**config.mk**
```make
export PLATFORM = sky130hd
export DESIGN_NAME = uf_stage_controller
export DESIGN_NICKNAME = d
export VERILOG_FILES = /design/src/rtl/uf_stage_controller_pkg.sv /design/src/rtl/uf_stage_controller_or_reduce_reg.sv /design/src/rtl/uf_stage_controller.sv
export SDC_FILE = /design/constraint.sdc
export NUM_CORES = 1
export LEC_CHECK = 0
export ABC_AREA = 1
export CORE_AREA = 2 2 78 80
export CTS_BUF_LIST = sky130_fd_sc_hd__clkbuf_4
export DETAILED_ROUTE_END_ITERATION = 10
export DIE_AREA = 0 0 80 82
export PLACE_DENSITY = 0.85
export SETUP_SLACK_MARGIN = 0.5
export SLEW_MARGIN = 30
export SYNTH_ARGS = -nofsm -noshare
export SYNTH_HDL_FRONTEND = slang
export SYNTH_SLANG_ARGS = --single-unit
```
**constraint.sdc**
```tcl
create_clock -name clk -period 5.27 [get_ports clk]
set_clock_uncertainty 0.05 [all_clocks]
set_input_delay 0.527 -clock clk [delete_from_list [all_inputs] [get_ports clk]]
set_output_delay 0.527 -clock clk [all_outputs]
set_load 0.01 [all_outputs]
```
**src/rtl/uf_stage_controller_pkg.sv**
```systemverilog
// Stage word shared by the controller and every processing unit of the
// union-find decoder array. The encodings are the broadcast values.
package uf_stage_controller_pkg;

  localparam int STAGE_WIDTH = 3;

  // Fixed-length stages (loading, grow, streaming correction) last this many cycles.
  localparam int HOLD_CYCLES = 2;

  typedef enum logic [STAGE_WIDTH-1:0] {
    IDLE                 = 3'd0,
    GROW                 = 3'd1,
    MERGE                = 3'd2,
    PEELING              = 3'd3,
    RESULT_VALID         = 3'd4,
    MEASUREMENT_LOADING  = 3'd5,
    STREAMING_CORRECTION = 3'd6
  } stage_e;

endpackage

```
**src/rtl/uf_stage_controller_or_reduce_reg.sv**
```systemverilog
// Registered OR reduction of a wide flag vector, one cycle of latency.
// Used to collapse the per-PE busy and odd flags into single bits.
module or_reduce_reg #(
  parameter int WIDTH = 64
) (
  input  logic             clk,
  input  logic             reset,
  input  logic [WIDTH-1:0] i_vec,
  output logic             o_any
);

  logic r_any;

  // Capture the reduction so the wide OR tree ends in a flop.
  always_ff @(posedge clk) begin
    if (reset) r_any <= 1'b0;
    else       r_any <= |i_vec;
  end

  assign o_any = r_any;

endmodule

```
**src/rtl/uf_stage_controller.sv**
```systemverilog
// Global sequencer for the union-find decoder array: broadcasts the stage
// word, waits for the PE grid to settle after merge and peeling, repeats
// grow/merge rounds while odd clusters remain, then offers the result.
module uf_stage_controller
  import uf_stage_controller_pkg::*;
#(
  parameter int PU_COUNT      = 64,
  parameter int SETTLE_CYCLES = 3,
  parameter int MAX_ITER      = 31,
  parameter int ITER_WIDTH    = 5,
  parameter int STREAMING     = 0
) (
  input  logic                   clk,
  input  logic                   reset,
  input  logic                   meas_valid,
  output logic                   meas_ready,
  output logic [STAGE_WIDTH-1:0] global_stage,
  input  logic [PU_COUNT-1:0]    pu_busy,
  input  logic [PU_COUNT-1:0]    pu_odd,
  output logic                   result_valid,
  input  logic                   result_ready,
  output logic [ITER_WIDTH-1:0]  iteration_count,
  output logic                   decode_error,
  output logic [15:0]            cycle_count
);

  // One counter serves both the settle window and the fixed-length stages,
  // so it must reach whichever limit is larger.
  localparam int CNT_MAX   = (SETTLE_CYCLES > HOLD_CYCLES - 1) ? SETTLE_CYCLES : HOLD_CYCLES - 1;
  localparam int CNT_WIDTH = $clog2(CNT_MAX + 1);

  stage_e                r_stage;
  stage_e                w_next_stage;
  logic [CNT_WIDTH-1:0]  r_stage_cnt;
  logic [ITER_WIDTH-1:0] r_iter;
  logic                  r_error;
  logic [15:0]           r_cycles;
  logic                  w_busy_any_q;
  logic                  w_odd_any_q;
  logic                  w_accept;
  logic                  w_settled;
  logic                  w_hold_done;
  logic                  w_error_exit;

  or_reduce_reg #(.WIDTH(PU_COUNT)) u_busy_or (
    .clk   (clk),
    .reset (reset),
    .i_vec (pu_busy),
    .o_any (w_busy_any_q)
  );

  or_reduce_reg #(.WIDTH(PU_COUNT)) u_odd_or (
    .clk   (clk),
    .reset (reset),
    .i_vec (pu_odd),
    .o_any (w_odd_any_q)
  );

  // Stage register; it is also the broadcast stage word.
  always_ff @(posedge clk) begin
    // NOTE: sequential state uses non-blocking assignments so every flop
    // samples the pre-edge values regardless of block ordering.
    if (reset) r_stage <= IDLE;
    else       r_stage <= w_next_stage;
  end

  // Next-stage decision from the stage counter and the reduced PE flags.
  always_comb begin
    // NOTE: every output of this block gets a default first, so no path
    // through the case leaves a signal unassigned and infers a latch.
    w_next_stage = r_stage;
    w_accept     = 1'b0;
    w_error_exit = 1'b0;
    w_settled    = (r_stage_cnt == CNT_WIDTH'(SETTLE_CYCLES)) && !w_busy_any_q;
    w_hold_done  = (r_stage_cnt == CNT_WIDTH'(HOLD_CYCLES - 1));
    unique case (r_stage)
      IDLE: begin
        if (meas_valid) begin
          w_accept     = 1'b1;
          w_next_stage = MEASUREMENT_LOADING;
        end
      end
      MEASUREMENT_LOADING: if (w_hold_done) w_next_stage = GROW;
      GROW:                if (w_hold_done) w_next_stage = MERGE;
      MERGE: begin
        if (w_settled) begin
          if (!w_odd_any_q) begin
            w_next_stage = PEELING;
          end else if (r_iter == ITER_WIDTH'(MAX_ITER)) begin
            w_error_exit = 1'b1;
            w_next_stage = RESULT_VALID;
          end else begin
            w_next_stage = GROW;
          end
        end
      end
      PEELING: begin
        if (w_settled) w_next_stage = (STREAMING != 0) ? STREAMING_CORRECTION : RESULT_VALID;
      end
      STREAMING_CORRECTION: if (w_hold_done) w_next_stage = RESULT_VALID;
      RESULT_VALID:         if (result_ready) w_next_stage = IDLE;
      default:              w_next_stage = IDLE;
    endcase
  end

  // Stage-relative counter: zero on every stage entry, then counts up and saturates.
  always_ff @(posedge clk) begin
    if (reset)                                      r_stage_cnt <= '0;
    else if (w_next_stage != r_stage)               r_stage_cnt <= '0;
    else if (r_stage_cnt != CNT_WIDTH'(CNT_MAX))    r_stage_cnt <= r_stage_cnt + 1'b1;
  end

  // Per-decode statistics: cleared on acceptance, frozen while the result is offered.
  always_ff @(posedge clk) begin
    if (reset || w_accept) begin
      r_iter   <= '0;
      r_error  <= 1'b0;
      r_cycles <= '0;
    end else begin
      if (w_next_stage == GROW && r_stage != GROW) r_iter <= r_iter + 1'b1;
      if (w_error_exit) r_error <= 1'b1;
      if (r_stage != IDLE && r_stage != RESULT_VALID && r_cycles != 16'hFFFF)
        r_cycles <= r_cycles + 16'd1;
    end
  end

  assign global_stage    = r_stage;
  assign meas_ready      = (r_stage == IDLE);
  assign result_valid    = (r_stage == RESULT_VALID);
  assign iteration_count = r_iter;
  assign decode_error    = r_error;
  assign cycle_count     = r_cycles;

endmodule

```
==> flow_summary.yaml <==
grt:
  antenna_found_initial: 0
  use_met1_pct: 25.37
  grt_use_total_pct: 22.19
  met3_usage_pct: 5.824
  grt_overflow: 0
  grt_pass1_vias: 2613
  top_usage_layer: "met2"
  grt_first_pass_wirelength_mm: 11.41
  gr-usage-met2_pct: 40.08
  grt_max_degree: 17
layout:
  multi_input_area_um2: 1296
  layout_commonest_cell: "clkdlybuf4s50_1"
  layout_common_cells: "158 x clkdlybuf4s50_1, 72 x nand2_1, 54 x nor2_1"
  nNetsFinal: 617
  fillers: 559
  instances_no_fill: 556
  seqCellArea_um2: 580.6
  diodes: 0
  syn2layout_area_growth_pct: 83.56
  drive_above_1_share_pct: 4.366
detailed_routing:
  wl_per_cell_um: 12.98
  antenna_left: 0
  vias_per_cell: 4.908
  num_vias: 2729
  drt_wl_total_mm: 7.218
  initialDrtViolationCount: 125
  firstDrtPassIters: 5
  drc: 0
setup_path:
  reg2reg_from: "iteration_count[0]"
  r2r-end: "iteration_count[2]"
  end_kind: "output pin"
  slowest_stage: "clkdlybuf4s50_1"
  worstSetupStartpointType: "register"
  worstPathArrival_ns: 1.76
  critPathMaxFanout: 7
  required_ns: 4.69
  cpPeakStageDelay_ns: 0.55
  crit_type: "reg2out"
  cp_common_cell: "nor2_1"
  worstPathCellList: "nor2_1 > inv_1 > nor2_1 > clkdlybuf4s50_1"
  rrSetupSlack_ns: 3.28
  ff2ff_path_depth: 11
sta:
  tns_ns: 0
  worst_slew_pin_slew_ns: 0.4258
  rsz0062_at_grt: "no"
  slew_viol_final: 0
  finalSetupViolCount: 0
  hold_violations: 0
  slew_headroom_pct: 71.55
  fmax_mhz: 428.3
  fin_crit_sh_pct: 44.30
  hold_slack_ns: 0.4119
  period_needed_ns: 2.335
placed_design:
  dp.final_hpwl_mm: 6.124
  place.gp.congestion: 0.8673
  dp_cells: 548
  portBuffers: 158
clocking:
  cts_tree: "built"
  clockRootBuffer: "clkbuf_4"
  numCtsBuffers: 5
  clock_sinks: 29
  post_cts_resize_count: 0
  clkSlewWorstSetupHoldPaths_ns: 0.09
  post-cts-setup-buffers: 0
  insertion_delay_ns: 0.34
  ctsHoldBuffers: 0
  clk_path_buf_depth: 2
  htreeDepth: 2
pwr:
  peakVddDrop_mv: 0.1031
  p_per_area_nw_per_um2: 182.5
  leakagePower_nw: 1.402
floorplanning:
  core_um2: 5746
  boundaryPins: 159
  rows: 28
  die_x_um: 80
  dieHeight_um: 82
  start_util_pct: 35.37
  dieArea_um2: 6560
synth:
  muxShareOfSynthArea_pct: 0
  synth_fa_ha_area_share_pct: 3.079
  synth-seq-cells: 29
  synth_compound_area_share_pct: 8.005
  yosys_warnings: 0
  synth_nets: 456
  syn-instance-count: 319
  ys_seq_area_share_pct: 28.57
  synth_cell_types: 31
  yosys.area_share.simple_pct: 48.40
  synth_area_um2: 2032
  synth_top_family_by_area: "simple AND/OR/NAND/NOR gates"
  synth_xor_area_share_pct: 4.310
  synth.avg_cell_area_um2: 6.370
min_path:
  hp-start: "decode_error"
  min_to: "decode_error"
  worstHoldPathType: "reg2reg"
  min_path_cells: 2
status:
  status: "finished clean"
job:
  maxCapViolCount: 0
## Yosys cell counts
cell,count,share of area (%)
o21ai_0,6,1.5
nor4_1,24,7.4
nand2_4,1,0.55
o21bai_1,1,0.37
clkbuf_1,1,0.18
nand3_4,1,0.86
nor3b_1,2,0.74
buf_4,1,0.37
nor2_8,1,0.99
o21ai_1,2,0.49
nand3_1,17,4.2
nand3b_1,5,1.8
nand2_2,2,0.62
nand2_1,72,13
inv_2,5,0.92
ha_1,5,3.1
buf_2,1,0.25
a21oi_1,23,5.7
nor2_4,1,0.55
dfxtp_1,29,29
nor2_1,54,10
nand3_2,1,0.49
and3_1,1,0.31
nor3_1,8,2.0
xor2_1,6,2.6
buf_6,1,0.55
xnor2_1,4,1.7
inv_1,29,5.4
nor2_2,3,0.92
nand4_1,8,2.5
and2_1,4,1.2
## registers in the layout, indices dropped and copies added, names as in the netlist
| signal | cells |
|---|---|
| iteration_count | 5 |
| cycle_count | 16 |
| r_stage_cnt | 2 |
| u_odd_or.o_any | 1 |
| global_stage | 3 |
| u_busy_or.o_any | 1 |
| decode_error | 1 |
## final cells by class
type	instances	area share, %
Clock buffer	5	1.006
Clock inverter	3	0.3355
Inverter	34	3.422
Multi-Input combinational cell	252	34.75
Sequential cell	29	15.57
Tap cell	75	2.516
Timing Repair Buffer	158	42.40
## cells by family after synthesis
kind of cell / count (synthesis)
AO/OA/AOI/OAI: 32
XOR/XNOR: 10
adder cells (fa/ha/maj): 5
buffers and inverters: 38
flip-flops: 29
AND/OR/NAND/NOR: 205
## metrics by stage
stage / total power [mW] / worst slack, ns / cell area [um^2] / utilization, %
finish: 0.6807 / 2.935 / 3730 / 64.92
global route: 0.7192 / 2.822 / 3730 / 64.92
CTS: 0.6824 / 2.923 / 3730 / 64.92
detailed placement: 0.5530 / 3.082 / 3680 / 64.05
global placement: 0.5444 / 3.122 / 3680 / 64.05
floorplan: 0.3996 / 3.502 / 2032 / -
## power by group
part | switching [mW] | leakage (nW) | total [mW] | internal [mW]
Clock | 0.0832 | 0.0300 | 0.131 | 0.0481
Combinational | 0.134 | 1.14 | 0.294 | 0.160
Sequential | 0.0199 | 0.236 | 0.255 | 0.235
## metal layers
metal,share of wire (%),vias to the layer above,routed length (um)
li1,-,1386,-
met1,41,1217,2952
met2,50,108,3609
met3,7.0,18,504
met4,2.1,0,153
met5,0,-,0
## critical path, delay by kind of cell, from the launching register on
family / cells / cell delay (ns)
simple gates: 2 / 0.38
flops: 1 / 0.38
buf+inv: 2 / 0.66
## worst max path at each step
stage | from | to | slack [ns] | cells after the start
after floorplan | iteration_count[0] | iteration_count[2] | 3.50 | 11
after global placement | reset | cycle_count[0] | 3.12 | 6
after detailed placement | reset | cycle_count[5] | 3.08 | 6
after CTS | global_stage[0] | result_valid | 2.92 | 4
after global routing | global_stage[0] | result_valid | 2.82 | 4
final | global_stage[0] | result_valid | 2.94 | 4
No activity file was read; power rests on OpenSTA's default activity.
